===== src/rtl/pipe_ctrl_pkg.sv =====
// Shared types for the pipeline hazard controller: forwarding selects and the
// per-stage shadow record of an in-flight instruction.
package pipe_ctrl_pkg;

  localparam int unsigned RegAw = 5;

  localparam logic [1:0] FWD_REG = 2'b00;
  localparam logic [1:0] FWD_MEM = 2'b01;
  localparam logic [1:0] FWD_WB  = 2'b10;

  typedef struct packed {
    logic             valid;
    logic [RegAw-1:0] rs;
    logic [RegAw-1:0] rt;
    logic             use_rs;
    logic             use_rt;
    logic [RegAw-1:0] wreg;
    logic             regwrite;
    logic             memread;
  } stage_t;

  localparam stage_t STAGE_NOP = '0;

endpackage


===== src/rtl/hz_match.sv =====
// Producer/source compare: a live register writer targeting a nonzero source.
module hz_match #(
  parameter int unsigned AW = 5
) (
  input  logic          p_valid_i,
  input  logic          p_regwrite_i,
  input  logic [AW-1:0] p_wreg_i,
  input  logic [AW-1:0] src_i,
  output logic          match_o
);

  assign match_o = p_valid_i & p_regwrite_i & (p_wreg_i == src_i) & (src_i != '0);

endmodule


===== src/rtl/pipe_hazard_ctrl.sv =====
// Central hazard scheduler for a 5-stage pipeline: shadows EX/MEM/WB, resolves
// load-use stalls, MEM-stage redirects, EX forwarding and ID write-through bypass.
module pipe_hazard_ctrl
  import pipe_ctrl_pkg::*;
#(
  parameter int unsigned REG_AW = RegAw,
  parameter int unsigned CNT_W  = 16
) (
  input  logic              CLK,
  input  logic              RST,
  input  logic              id_valid,
  input  logic [REG_AW-1:0] id_rs,
  input  logic [REG_AW-1:0] id_rt,
  input  logic              id_use_rs,
  input  logic              id_use_rt,
  input  logic [REG_AW-1:0] id_wreg,
  input  logic              id_regwrite,
  input  logic              id_memread,
  input  logic              mem_redirect,
  output logic              pc_en,
  output logic              if_id_en,
  output logic              if_id_flush,
  output logic              id_ex_bubble,
  output logic              ex_mem_bubble,
  output logic [1:0]        fwd_a,
  output logic [1:0]        fwd_b,
  output logic              id_byp_a,
  output logic              id_byp_b,
  output logic [CNT_W-1:0]  stall_cnt,
  output logic [CNT_W-1:0]  flush_cnt,
  output logic              hazard_err
);

  stage_t ex_q, ex_d, mem_q, mem_d, wb_q, wb_d, id_rec;
  logic [CNT_W-1:0] stall_cnt_q, stall_cnt_d, flush_cnt_q, flush_cnt_d;
  logic hazard_err_q, hazard_err_d;

  logic [REG_AW-1:0] id_src [2];
  logic [REG_AW-1:0] ex_src [2];
  logic [1:0] ex_id_m, mem_ex_m, wb_ex_m, wb_id_m;
  logic [1:0] id_use, ex_use, mem_hit, wb_hit;
  logic [1:0] fwd_sel [2];
  logic load_use, illegal;

  assign id_src[0] = id_rs;
  assign id_src[1] = id_rt;
  assign ex_src[0] = ex_q.rs;
  assign ex_src[1] = ex_q.rt;
  assign id_use    = {id_use_rt, id_use_rs};
  assign ex_use    = {ex_q.use_rt, ex_q.use_rs};

  for (genvar g = 0; g < 2; g++) begin : g_src
    hz_match #(.AW(REG_AW)) u_ex_id (
      .p_valid_i(ex_q.valid), .p_regwrite_i(ex_q.regwrite), .p_wreg_i(ex_q.wreg),
      .src_i(id_src[g]), .match_o(ex_id_m[g])
    );
    hz_match #(.AW(REG_AW)) u_mem_ex (
      .p_valid_i(mem_q.valid), .p_regwrite_i(mem_q.regwrite), .p_wreg_i(mem_q.wreg),
      .src_i(ex_src[g]), .match_o(mem_ex_m[g])
    );
    hz_match #(.AW(REG_AW)) u_wb_ex (
      .p_valid_i(wb_q.valid), .p_regwrite_i(wb_q.regwrite), .p_wreg_i(wb_q.wreg),
      .src_i(ex_src[g]), .match_o(wb_ex_m[g])
    );
    hz_match #(.AW(REG_AW)) u_wb_id (
      .p_valid_i(wb_q.valid), .p_regwrite_i(wb_q.regwrite), .p_wreg_i(wb_q.wreg),
      .src_i(id_src[g]), .match_o(wb_id_m[g])
    );
  end

  assign load_use = id_valid & ex_q.memread & |(ex_id_m & id_use);
  // Only operands the EX instruction actually reads may forward or flag an error.
  assign mem_hit  = mem_ex_m & ex_use;
  assign wb_hit   = wb_ex_m & ex_use;
  assign illegal  = |mem_hit & mem_q.memread;

  always_comb begin
    for (int g = 0; g < 2; g++) begin
      if (mem_hit[g]) fwd_sel[g] = mem_q.memread ? FWD_REG : FWD_MEM;
      else if (wb_hit[g]) fwd_sel[g] = FWD_WB;
      else fwd_sel[g] = FWD_REG;
    end
  end

  always_comb begin
    pc_en         = 1'b1;
    if_id_en      = 1'b1;
    if_id_flush   = 1'b0;
    id_ex_bubble  = 1'b0;
    ex_mem_bubble = 1'b0;
    fwd_a         = fwd_sel[0];
    fwd_b         = fwd_sel[1];
    id_byp_a      = wb_id_m[0] & id_use_rs;
    id_byp_b      = wb_id_m[1] & id_use_rt;
    if (RST) begin
      pc_en         = 1'b0;
      if_id_en      = 1'b0;
      if_id_flush   = 1'b1;
      id_ex_bubble  = 1'b1;
      ex_mem_bubble = 1'b1;
      fwd_a         = FWD_REG;
      fwd_b         = FWD_REG;
      id_byp_a      = 1'b0;
      id_byp_b      = 1'b0;
    end else if (mem_redirect) begin
      if_id_flush   = 1'b1;
      id_ex_bubble  = 1'b1;
      ex_mem_bubble = 1'b1;
    end else if (load_use) begin
      pc_en         = 1'b0;
      if_id_en      = 1'b0;
      id_ex_bubble  = 1'b1;
    end
  end

  always_comb begin
    id_rec = STAGE_NOP;
    if (id_valid) begin
      id_rec = '{valid: 1'b1, rs: id_rs, rt: id_rt, use_rs: id_use_rs, use_rt: id_use_rt,
                 wreg: id_wreg, regwrite: id_regwrite, memread: id_memread};
    end
    ex_d  = id_ex_bubble ? STAGE_NOP : id_rec;
    mem_d = ex_mem_bubble ? STAGE_NOP : ex_q;
    wb_d  = mem_q;
    stall_cnt_d = stall_cnt_q;
    flush_cnt_d = flush_cnt_q;
    if (mem_redirect && flush_cnt_q != '1) begin
      flush_cnt_d = flush_cnt_q + CNT_W'(1);
    end
    if (!mem_redirect && load_use && stall_cnt_q != '1) begin
      stall_cnt_d = stall_cnt_q + CNT_W'(1);
    end
    hazard_err_d = hazard_err_q | illegal;
  end

  always_ff @(posedge CLK) begin
    if (RST) begin
      ex_q         <= STAGE_NOP;
      mem_q        <= STAGE_NOP;
      wb_q         <= STAGE_NOP;
      stall_cnt_q  <= '0;
      flush_cnt_q  <= '0;
      hazard_err_q <= 1'b0;
    end else begin
      ex_q         <= ex_d;
      mem_q        <= mem_d;
      wb_q         <= wb_d;
      stall_cnt_q  <= stall_cnt_d;
      flush_cnt_q  <= flush_cnt_d;
      hazard_err_q <= hazard_err_d;
    end
  end

  assign stall_cnt  = stall_cnt_q;
  assign flush_cnt  = flush_cnt_q;
  assign hazard_err = hazard_err_q;

endmodule


===== config.mk =====
export PLATFORM = sky130hd
export DESIGN_NAME = pipe_hazard_ctrl
export DESIGN_NICKNAME = d
export VERILOG_FILES = /design/src/rtl/pipe_ctrl_pkg.sv /design/src/rtl/hz_match.sv /design/src/rtl/pipe_hazard_ctrl.sv
export SDC_FILE = /design/constraint.sdc
export NUM_CORES = 1
export LEC_CHECK = 0
export ABC_AREA = 0
export CORE_AREA = 4 4 94 96
export DETAILED_ROUTE_END_ITERATION = 6
export DIE_AREA = 0 0 98 100
export GPL_TIMING_DRIVEN = 0
export PLACE_DENSITY = 0.71
export SETUP_SLACK_MARGIN = 0.5
export SLEW_MARGIN = 20
export SYNTH_ARGS = -nofsm -noshare
export SYNTH_HDL_FRONTEND = slang
export SYNTH_SLANG_ARGS = --single-unit
export TNS_END_PERCENT = 100

===== constraint.sdc =====
create_clock -name CLK -period 4.6 [get_ports CLK]
set_input_delay 0.69 -clock CLK [delete_from_list [all_inputs] [get_ports CLK]]
set_output_delay 0.69 -clock CLK [all_outputs]
set_load 0.01 [all_outputs]

==> results of run 1 <==
## cell usage after synthesis, types with 3 or more instances
| master | n |
|---|---|
| dfxtp_1 | 68 |
| xnor2_1 | 31 |
| nor2_1 | 25 |
| and3_1 | 24 |
| xor2_1 | 23 |
| nand2_1 | 19 |
| a21oi_1 | 15 |
| clkbuf_1 | 14 |
| nand4_1 | 14 |
| nand3_1 | 13 |
| nor2b_1 | 11 |
| or4_1 | 11 |
| and2_1 | 10 |
| inv_1 | 9 |
| nor4_1 | 8 |
| o21ai_1 | 8 |
| or3_1 | 7 |
| o31ai_1 | 6 |
| buf_4 | 4 |
| nor3_1 | 4 |
| mux2_1 | 3 |
| nor4_2 | 3 |
| o21ai_0 | 3 |
## layer usage
| metal | track usage, % | routed length [um] | vias to the layer above | share of wire [%] |
|---|---|---|---|---|
| met5 | 0 | 0 | - | 0 |
| met3 | 3.61 | 386 | 16 | 4.8 |
| met2 | 26.9 | 3830 | 73 | 48 |
| met4 | 8.41 | 200 | 0 | 2.5 |
| met1 | 21.6 | 3580 | 1281 | 45 |
| li1 | - | - | 1375 | - |
## sequential cells by signal, summed over array words and instances, names as in the netlist
name	cells
flush_cnt	16
mem_q	8
wb_q	7
ex_q	20
stall_cnt	16
hazard_err	1
## what timing repair did
action	in CTS	in global routing
hold endpoints to repair	0	0
resized for setup	0	2
setup endpoints to repair	0	1
## cell families (layout without fill, tap and decap cells)
group	after synthesis	count (layout)	share of synthesized area (%)
XOR/XNOR	54	54	14.9
flip-flops	68	68	43.0
adder cells (fa/ha/maj)	2	2	0.791
buffers and inverters	31	108	4.47
AO/OA/AOI/OAI	36	36	6.80
multiplexers	4	4	1.38
AND/OR/NAND/NOR	156	156	28.6
## power breakdown
part / leakage [nW] / internal (W) / total (W) / switching (W)
Sequential: 0.550 / 0.000597 / 0.000604 / 0.00000760
Combinational: 0.870 / 0.0000460 / 0.0000894 / 0.0000433
Clock: 0.0698 / 0.000180 / 0.000376 / 0.000196
## layout make-up
cell class,instances,share of cell area (%)
clock inverter,1,0.122
timing repair buffer,66,16.2
tap,105,3.21
multi-input combinational,252,40.6
buffer,21,2.57
clock buffer,10,3.12
inverter,10,0.918
sequential,68,33.3
## through the flow
| stage | power (W) | hold WS [ns] | area [um2] | worst slack, ns | std cells |
|---|---|---|---|---|---|
| after floorplan | 0.000660 | 0.438 | 3160 | 1.91 | 351 |
| after global placement | 0.000705 | 0.449 | 3960 | 0.619 | 522 |
| after detailed placement | 0.000707 | 0.454 | 3960 | 0.595 | 522 |
| after CTS | 0.00108 | 0.466 | 4090 | 0.593 | 533 |
| after global routing | 0.00111 | 0.482 | 4090 | 0.558 | 533 |
| final | 0.00107 | 0.467 | 4090 | 0.736 | 533 |
## path summary, 6_finish.rpt
check | from | endpoint | slack [ns]
worst max-delay path | RST | pc_en | 0.74
worst min-delay path | mem_q[1] | wb_q[1] | 0.47
worst max register to register | flush_cnt[3] | flush_cnt[13] | 2.45
worst min register to register | mem_q[1] | wb_q[1] | 0.47
==> flow_metrics.env, run 1 <==
export IMPL_status="complete, no violations"
export IMPL_die_x_um=98
export IMPL_vias=2745
export IMPL_synth_area_mm2=0.00316
export IMPL_cts_tree="yes"
export IMPL_rsz0062_at_grt="false"
export IMPL_ys_warn_count=0
export IMPL_finClkSkew_ns=0.00955
export IMPL_critical_path_class="primary input to output pin"
export IMPL_routedWlPerCell_um=15.0
export IMPL_multi_input_area_mm2=0.00166
export IMPL_die_y_um=100
export IMPL_io_pin_count=67
export IMPL_fin_crit_ns=3.86
export IMPL_maxCapViolCount=0
export IMPL_fmax_mhz=259
export IMPL_ys_ff_latch=68
export IMPL_path_depth=7
export IMPL_synth_top_cell_area_share_pct=43.0
export IMPL_cp_slowest_cell="clkdlybuf4s50_1"
export IMPL_syn_to_final_growth_pct=29.3
export IMPL_antenna_cells=0
export IMPL_fin_crit_sh_pct=84.0
export IMPL_path_cells="clkdlybuf4s50_1 -> clkbuf_1 -> clkbuf_2 -> clkbuf_1 -> nor2_1 -> buf_4 -> clkdlybuf4s50_1"
export IMPL_start_util_pct=39.3
export IMPL_antenna_found_initial=0
export IMPL_numClockSinks=68
export IMPL_tightest_slew_ns=0.592
export IMPL_worst_path_largest_cell_delay_ns=0.55
export IMPL_worst_path_buf_inv=6
export IMPL_seq_area_frac_synth_pct=43.0
export IMPL_grt_pass1_vias=2726
export IMPL_core_area_mm2=0.00805
export IMPL_post_drt_via_cell_ratio=5.15
export IMPL_htree_levels=3
export IMPL_synthFlopType="dfxtp_1"
export IMPL_syn_nets=376
export IMPL_setup_tns_ns=0
export IMPL_power_density_mw_per_mm2=261
export IMPL_async_flop_share_pct=0
export IMPL_clk_pin_slew_worst_paths_ns=0.06
export IMPL_core_rowCount=33
export IMPL_critPathTopFamily="buffers and inverters"
export IMPL_slew_headroom_pct=60.2
export IMPL_clkLatencyLatePin_ns=0.33
export IMPL_holdPathStages=1
export IMPL_hp_class="register to register"
export IMPL_mostFrequentLayoutCell="dfxtp_1"
export IMPL_seq_area_mm2=0.00136
export IMPL_die_area_mm2=0.00980
export IMPL_routed_wl_um=7990
export IMPL_post_cts_buffers=0
export IMPL_track_usage_pct=16.8
export IMPL_gp_congestion=0.949
export IMPL_synth_edf_count=0
export IMPL_dp_hpwl_um=6040
export IMPL_finalHoldViolCount=0
export IMPL_fill_cells=754
export IMPL_postCtsHoldBufs=0
export IMPL_final_layout_size_suffix_gt1_share_pct=6.07
export IMPL_cp_end_kind="output pin"
export IMPL_antenna_left=0
export IMPL_grt_max_degree=11
export IMPL_syn_avg_cell_area_um2=9.02
export IMPL_irDropWorstVdd_v=0.000152
export IMPL_drcViolationCount=0
export IMPL_synth_distinct_cells=38
export IMPL_cp_start_kind="primary input"
export IMPL_grt_pass1_wl_um=13200
export IMPL_final_setup_viol_count=0
export IMPL_slew_violations=0
export IMPL_gr_total_overflow=0
export IMPL_drt_iter0_markers=135
export IMPL_fin_nets=453
export IMPL_p_leak_nw=1.49
export IMPL_cts_buffers=9
export IMPL_synthTopCellsByArea="dfxtp_1 (43%), xnor2_1 (8.6%), xor2_1 (6.4%)"
export IMPL_dr_pass1_iters=4
export IMPL_io_buffer_count=66
export IMPL_post_route_util_pct=50.8
export IMPL_synth_top_area_cell="dfxtp_1"
export IMPL_worst_path_max_fanout=10
export IMPL_cp_data_arrival_time_ns=3.17
export IMPL_mostFrequentLayoutCells="dfxtp_1 (68), clkdlybuf4s50_1 (66), xnor2_1 (31)"
export IMPL_clock_path_buffers=2
export IMPL_worstPathRequired_ns=3.91
export IMPL_postSynthCellCount=351
export IMPL_reg2regPathDepth=7
export IMPL_root_buffer="clkbuf_8"
(Power assumes the default switching activity.)
==> inputs of run 2 (changes only) <==
- PLACE_DENSITY: 0.71 -> 0.73
- clock period: 4.6 -> 3.2 ns (I/O delays scaled with it)
==> flow_metrics.env, run 2 (synthesis gave the netlist of run 1 again) <==
export IMPL_fin_crit_ns=2.68
export IMPL_mostFrequentLayoutCell="dfxtp_1"
export IMPL_place_area_mm2=0.00396
export IMPL_die_y_um=100
export IMPL_cp_end_kind="output pin"
export IMPL_routedWlPerCell_um=15.4
export IMPL_slew_violations=0
export IMPL_track_usage_pct=17.1
export IMPL_slew_headroom_pct=68.6
export IMPL_placed_cells=522
export IMPL_dr_pass1_iters=4
export IMPL_core_area_mm2=0.00805
export IMPL_hold_ws_ns=0.466
export IMPL_fin_area_mm2=0.00427
export IMPL_irDropWorstVdd_v=0.000204
export IMPL_final_setup_viol_count=0
export IMPL_finClkSkew_ns=0.00962
export IMPL_power_density_mw_per_mm2=388
export IMPL_post_place_ws_ns=-0.389
export IMPL_grt_pass1_vias=2822
export IMPL_drcViolationCount=0
export IMPL_clkLatencyLatePin_ns=0.33
export IMPL_grt_max_degree=11
export IMPL_finalHoldViolCount=0
export IMPL_p_leak_nw=1.61
export IMPL_setup_ws_ns=0.519
export IMPL_seq_area_mm2=0.00136
export IMPL_antenna_cells=0
export IMPL_dp_hpwl_um=6090
export IMPL_io_buffer_count=66
export IMPL_post_drt_via_cell_ratio=5.16
export IMPL_routed_wl_um=8390
export IMPL_rsz0062_at_grt="true"
export IMPL_antenna_found_initial=0
export IMPL_mostFrequentLayoutCells="dfxtp_1 (67), clkdlybuf4s50_1 (48), xnor2_1 (31)"
export IMPL_grt_pass1_wl_um=13600
export IMPL_start_util_pct=39.3
export IMPL_multi_input_area_mm2=0.00175
export IMPL_numClockSinks=68
export IMPL_fin_crit_sh_pct=83.8
export IMPL_fin_nets=460
export IMPL_status="complete, no violations"
export IMPL_io_pin_count=67
export IMPL_regMostFlops="ex_q"
export IMPL_cp_data_arrival_time_ns=2.20
export IMPL_worstPathRequired_ns=2.72
export IMPL_clk_pin_slew_worst_paths_ns=0.07
export IMPL_antenna_left=0
export IMPL_setup_tns_ns=0
export IMPL_worst_path_max_fanout=4
export IMPL_hp_class="register to register"
export IMPL_clock_path_buffers=2
export IMPL_cts_tree="yes"
export IMPL_htree_levels=3
export IMPL_final_cells=545
export IMPL_root_buffer="clkbuf_8"
export IMPL_maxCapViolCount=0
export IMPL_critical_path_class="primary input to output pin"
export IMPL_die_x_um=98
export IMPL_gr_total_overflow=0
export IMPL_syn_to_final_growth_pct=34.8
export IMPL_fmax_mhz=373
export IMPL_cts_buffers=9
export IMPL_core_rowCount=33
export IMPL_gp_congestion=0.913
export IMPL_final_layout_size_suffix_gt1_share_pct=13.6
export IMPL_postCtsHoldBufs=0
export IMPL_largest_register_ff_count=20
export IMPL_cp_start_kind="primary input"
export IMPL_fill_cells=696
export IMPL_tightest_slew_ns=0.471
export IMPL_vias=2812
export IMPL_drt_iter0_markers=228
export IMPL_die_area_mm2=0.00980
-- run 2: cell count changes in the layout (fill, tap and decap cells not counted), moves of 3 or more --
cell | before | now
clkbuf_8 | 9 | 12
clkbuf_4 | 0 | 3
nor4_4 | 0 | 3
dlygate4sd2_1 | 0 | 5
clkdlybuf4s50_1 | 66 | 48
buf_4 | 4 | 11
nor4_1 | 8 | 5
buf_2 | 2 | 6
-- run 2: power by group --
part	switching, W	internal (W)
logic	0.0000736	0.0000698
registers	0.0000108	0.000858
clock network	0.000299	0.000345
total	0.000383	0.00127
-- run 2: path summary, 6_finish.rpt --
path | end | depth (start not counted) | start | slack [ns]
worst max-delay path | pc_en | 9 | id_rt[1] | 0.52
worst min-delay path | wb_q[19] | 1 | mem_q[19] | 0.47
worst max register to register | flush_cnt[13] | 7 | flush_cnt[3] | 0.98
worst min register to register | wb_q[19] | 1 | mem_q[19] | 0.47
-- run 2: layer usage --
metal,wire length [um],global-route usage (%)
met5,0,0
met2,4090,28.3
met1,3700,21.4
met3,446,3.61
met4,155,7.99
-- run 2: final cells by class --
cell class | count | area share, %
multi-input cells | 252 | 41.1
clock buffers | 15 | 4.14
flip-flops and latches | 68 | 31.9
repair buffers | 73 | 15.8
plain buffers | 21 | 3.02
well taps | 105 | 3.08
inverters | 10 | 0.880
clock inverters | 1 | 0.117
-- run 2: critical path, stage by stage --
cell and delay, ns:
clkdlybuf4s15_1 0.25, or4_4 0.46, o21ai_4 0.18, nor4_4 0.07
nor2_1 0.16, nor3_1 0.08, nor2_1 0.18, buf_4 0.13
clkdlybuf4s15_2 0.21
-- run 2: stage by stage --
step	power, W	util [%]
floorplan	0.000949	-
global route	0.00172	53.0
detailed placement	0.00102	49.1
CTS	0.00167	52.8
finish	0.00166	53.0
global placement	0.00101	49.1
-- run 2: what timing repair did --
action / CTS / global route
buffers inserted: 4 / 3
pin swaps: 8 / 7
cloned: 0 / 0
endpoints found under the setup margin: 10 / 4
resized for setup: 59 / 15
==> inputs of run 3 (changes only) <==
- clock period: 3.2 -> 2.35 ns (I/O delays scaled with it)
==> flow_metrics.env, run 3 (synthesis gave the netlist of run 1 again) <==
export IMPL_status="complete, no violations"
export IMPL_drcViolationCount=0
export IMPL_fin_crit_ns=2.27
export IMPL_clkLatencyLatePin_ns=0.34
export IMPL_mostFrequentLayoutCell="clkdlybuf4s50_1"
export IMPL_post_place_ws_ns=-0.976
export IMPL_rsz0062_at_grt="true"
export IMPL_tightest_slew_ns=0.532
export IMPL_drt_iter0_markers=154
export IMPL_start_util_pct=39.3
export IMPL_worstPathRequired_ns=2.00
export IMPL_die_y_um=100
export IMPL_cp_end_kind="output pin"
export IMPL_numClockSinks=68
export IMPL_irDropWorstVdd_v=0.000282
export IMPL_io_buffer_count=66
export IMPL_combPwrFrac_pct=10.1
export IMPL_seq_area_mm2=0.00141
export IMPL_critical_path_class="primary input to output pin"
export IMPL_antenna_found_initial=0
export IMPL_post_drt_via_cell_ratio=5.34
export IMPL_gr_total_overflow=0
export IMPL_largest_register_ff_count=20
export IMPL_antenna_cells=0
export IMPL_track_usage_pct=18.3
export IMPL_postCtsHoldBufs=0
export IMPL_gp_congestion=0.892
export IMPL_io_pin_count=67
export IMPL_grt_pass1_vias=3067
export IMPL_worst_path_max_fanout=3
export IMPL_core_rowCount=33
export IMPL_fill_cells=634
export IMPL_post_route_util_pct=60.1
export IMPL_dp_hpwl_um=6130
export IMPL_final_layout_size_suffix_gt1_share_pct=36.3
export IMPL_slew_headroom_pct=64.6
export IMPL_cts_tree="yes"
export IMPL_slew_violations=0
export IMPL_routed_wl_um=9280
export IMPL_routedWlPerCell_um=16.3
export IMPL_switching_share_pct=24.0
export IMPL_cp_start_kind="primary input"
export IMPL_finalHoldViolCount=0
export IMPL_clockPowerShare_pct=39.2
export IMPL_vias=3034
export IMPL_final_setup_viol_count=0
export IMPL_clk_pin_slew_worst_paths_ns=0.07
export IMPL_cp_data_arrival_time_ns=1.92
export IMPL_setup_ws_ns=0.0751
export IMPL_fin_crit_sh_pct=96.8
export IMPL_antenna_left=0
export IMPL_grt_pass1_wl_um=14400
export IMPL_finClkSkew_ns=0.00964
export IMPL_htree_levels=3
export IMPL_total_power_w=0.00233
export IMPL_syn_to_final_growth_pct=52.9
export IMPL_hp_class="primary input to register"
export IMPL_seq_power_share_pct=50.8
export IMPL_cts_buffers=9
export IMPL_clock_path_buffers=2
export IMPL_regMostFlops="ex_q"
export IMPL_dr_pass1_iters=4
export IMPL_intPower_w=0.00177
export IMPL_core_area_mm2=0.00805
export IMPL_die_x_um=98
export IMPL_multi_input_area_mm2=0.00204
export IMPL_root_buffer="clkbuf_8"
export IMPL_grt_max_degree=12
export IMPL_die_area_mm2=0.00980
export IMPL_mostFrequentLayoutCells="clkdlybuf4s50_1 (42), dfxtp_1 (39), buf_4 (29)"
export IMPL_maxCapViolCount=0
export IMPL_p_leak_nw=1.87
export IMPL_fmax_mhz=440
export IMPL_p_sw_w=0.000560
export IMPL_power_density_mw_per_mm2=482
export IMPL_fin_nets=483
-- run 3: cell count changes in the layout (fill, tap and decap cells not counted), sizes merged --
| cell | previous run | this run |
|---|---|---|
| clkinv | 1 | 3 |
| dlymetal6s2s | 1 | 0 |
| dlygate4sd2 | 5 | 4 |
| clkbuf | 31 | 26 |
| bufinv | 0 | 1 |
| clkdlybuf4s15 | 4 | 1 |
| buf | 20 | 55 |
| clkinvlp | 0 | 1 |
| clkdlybuf4s50 | 48 | 42 |
-- run 3: critical path: stages --
cell and delay (ns):
buf_8 0.10, or4_4 0.54, o21ai_4 0.19, nor4_4 0.08, nor2_2 0.14, buf_4 0.13
nor3_4 0.03, nor2_2 0.15, buf_4 0.13, buf_6 0.09
-- run 3: per-stage QoR --
step                cell area [um2]  hold slack, ns  instances  TNS [ns]
detailed placement             4020           0.461        522    -12.78
floorplan                      3230           0.438        351         0
finish                         4840           0.283        568         0
CTS                            4570           0.259        559         0
global placement               4020           0.450        522    -11.95
global route                   4840           0.278        568  -0.00641
-- run 3: timing repair --
action | CTS | global route
buffers inserted | 18 | 9
resized for setup | 155 | 64
setup endpoints to repair | 61 | 54
endpoints found under the hold margin | 0 | 0
cloned | 3 | 0
pin swaps | 42 | 21
-- run 3: worst paths after layout --
| path | from | end | slack, ns | depth (start not counted) |
|---|---|---|---|---|
| worst max-delay path | id_rs[1] | pc_en | 0.08 | 10 |
| worst min-delay path | id_rt[1] | ex_q[10] | 0.28 | 2 |
| worst min register to register | mem_q[1] | wb_q[1] | 0.48 | 1 |
| worst max register to register | ex_q[3] | stall_cnt[5] | 0.32 | 8 |
-- run 3: power groups by stage --
stage               sequential [W]  clock [W]  combinational [W]
global placement           0.00121          0           0.000177
floorplan                  0.00121          0          0.0000894
global route               0.00118   0.000984           0.000252
detailed placement         0.00121          0           0.000181
CTS                        0.00118   0.000928           0.000217
finish                     0.00118   0.000912           0.000235
-- run 3: final cells by class --
| type | count | share of cell area, % |
|---|---|---|
| clock buffers | 11 | 2.72 |
| multi-input cells | 252 | 42.1 |
| plain buffers | 21 | 3.44 |
| inverters | 10 | 0.828 |
| clock inverters | 5 | 1.09 |
| flip-flops and latches | 68 | 29.1 |
| well taps | 105 | 2.72 |
| repair buffers | 96 | 18.0 |
-- run 3: layer usage --
| metal | share of wire, % | up-vias | GRT usage [%] |
|---|---|---|---|
| li1 | - | 1430 | - |
| met1 | 43 | 1481 | 22.2 |
| met2 | 49 | 100 | 30.0 |
| met3 | 5.2 | 23 | 4.38 |
| met4 | 2.8 | 0 | 10.0 |
| met5 | 0 | - | 0 |
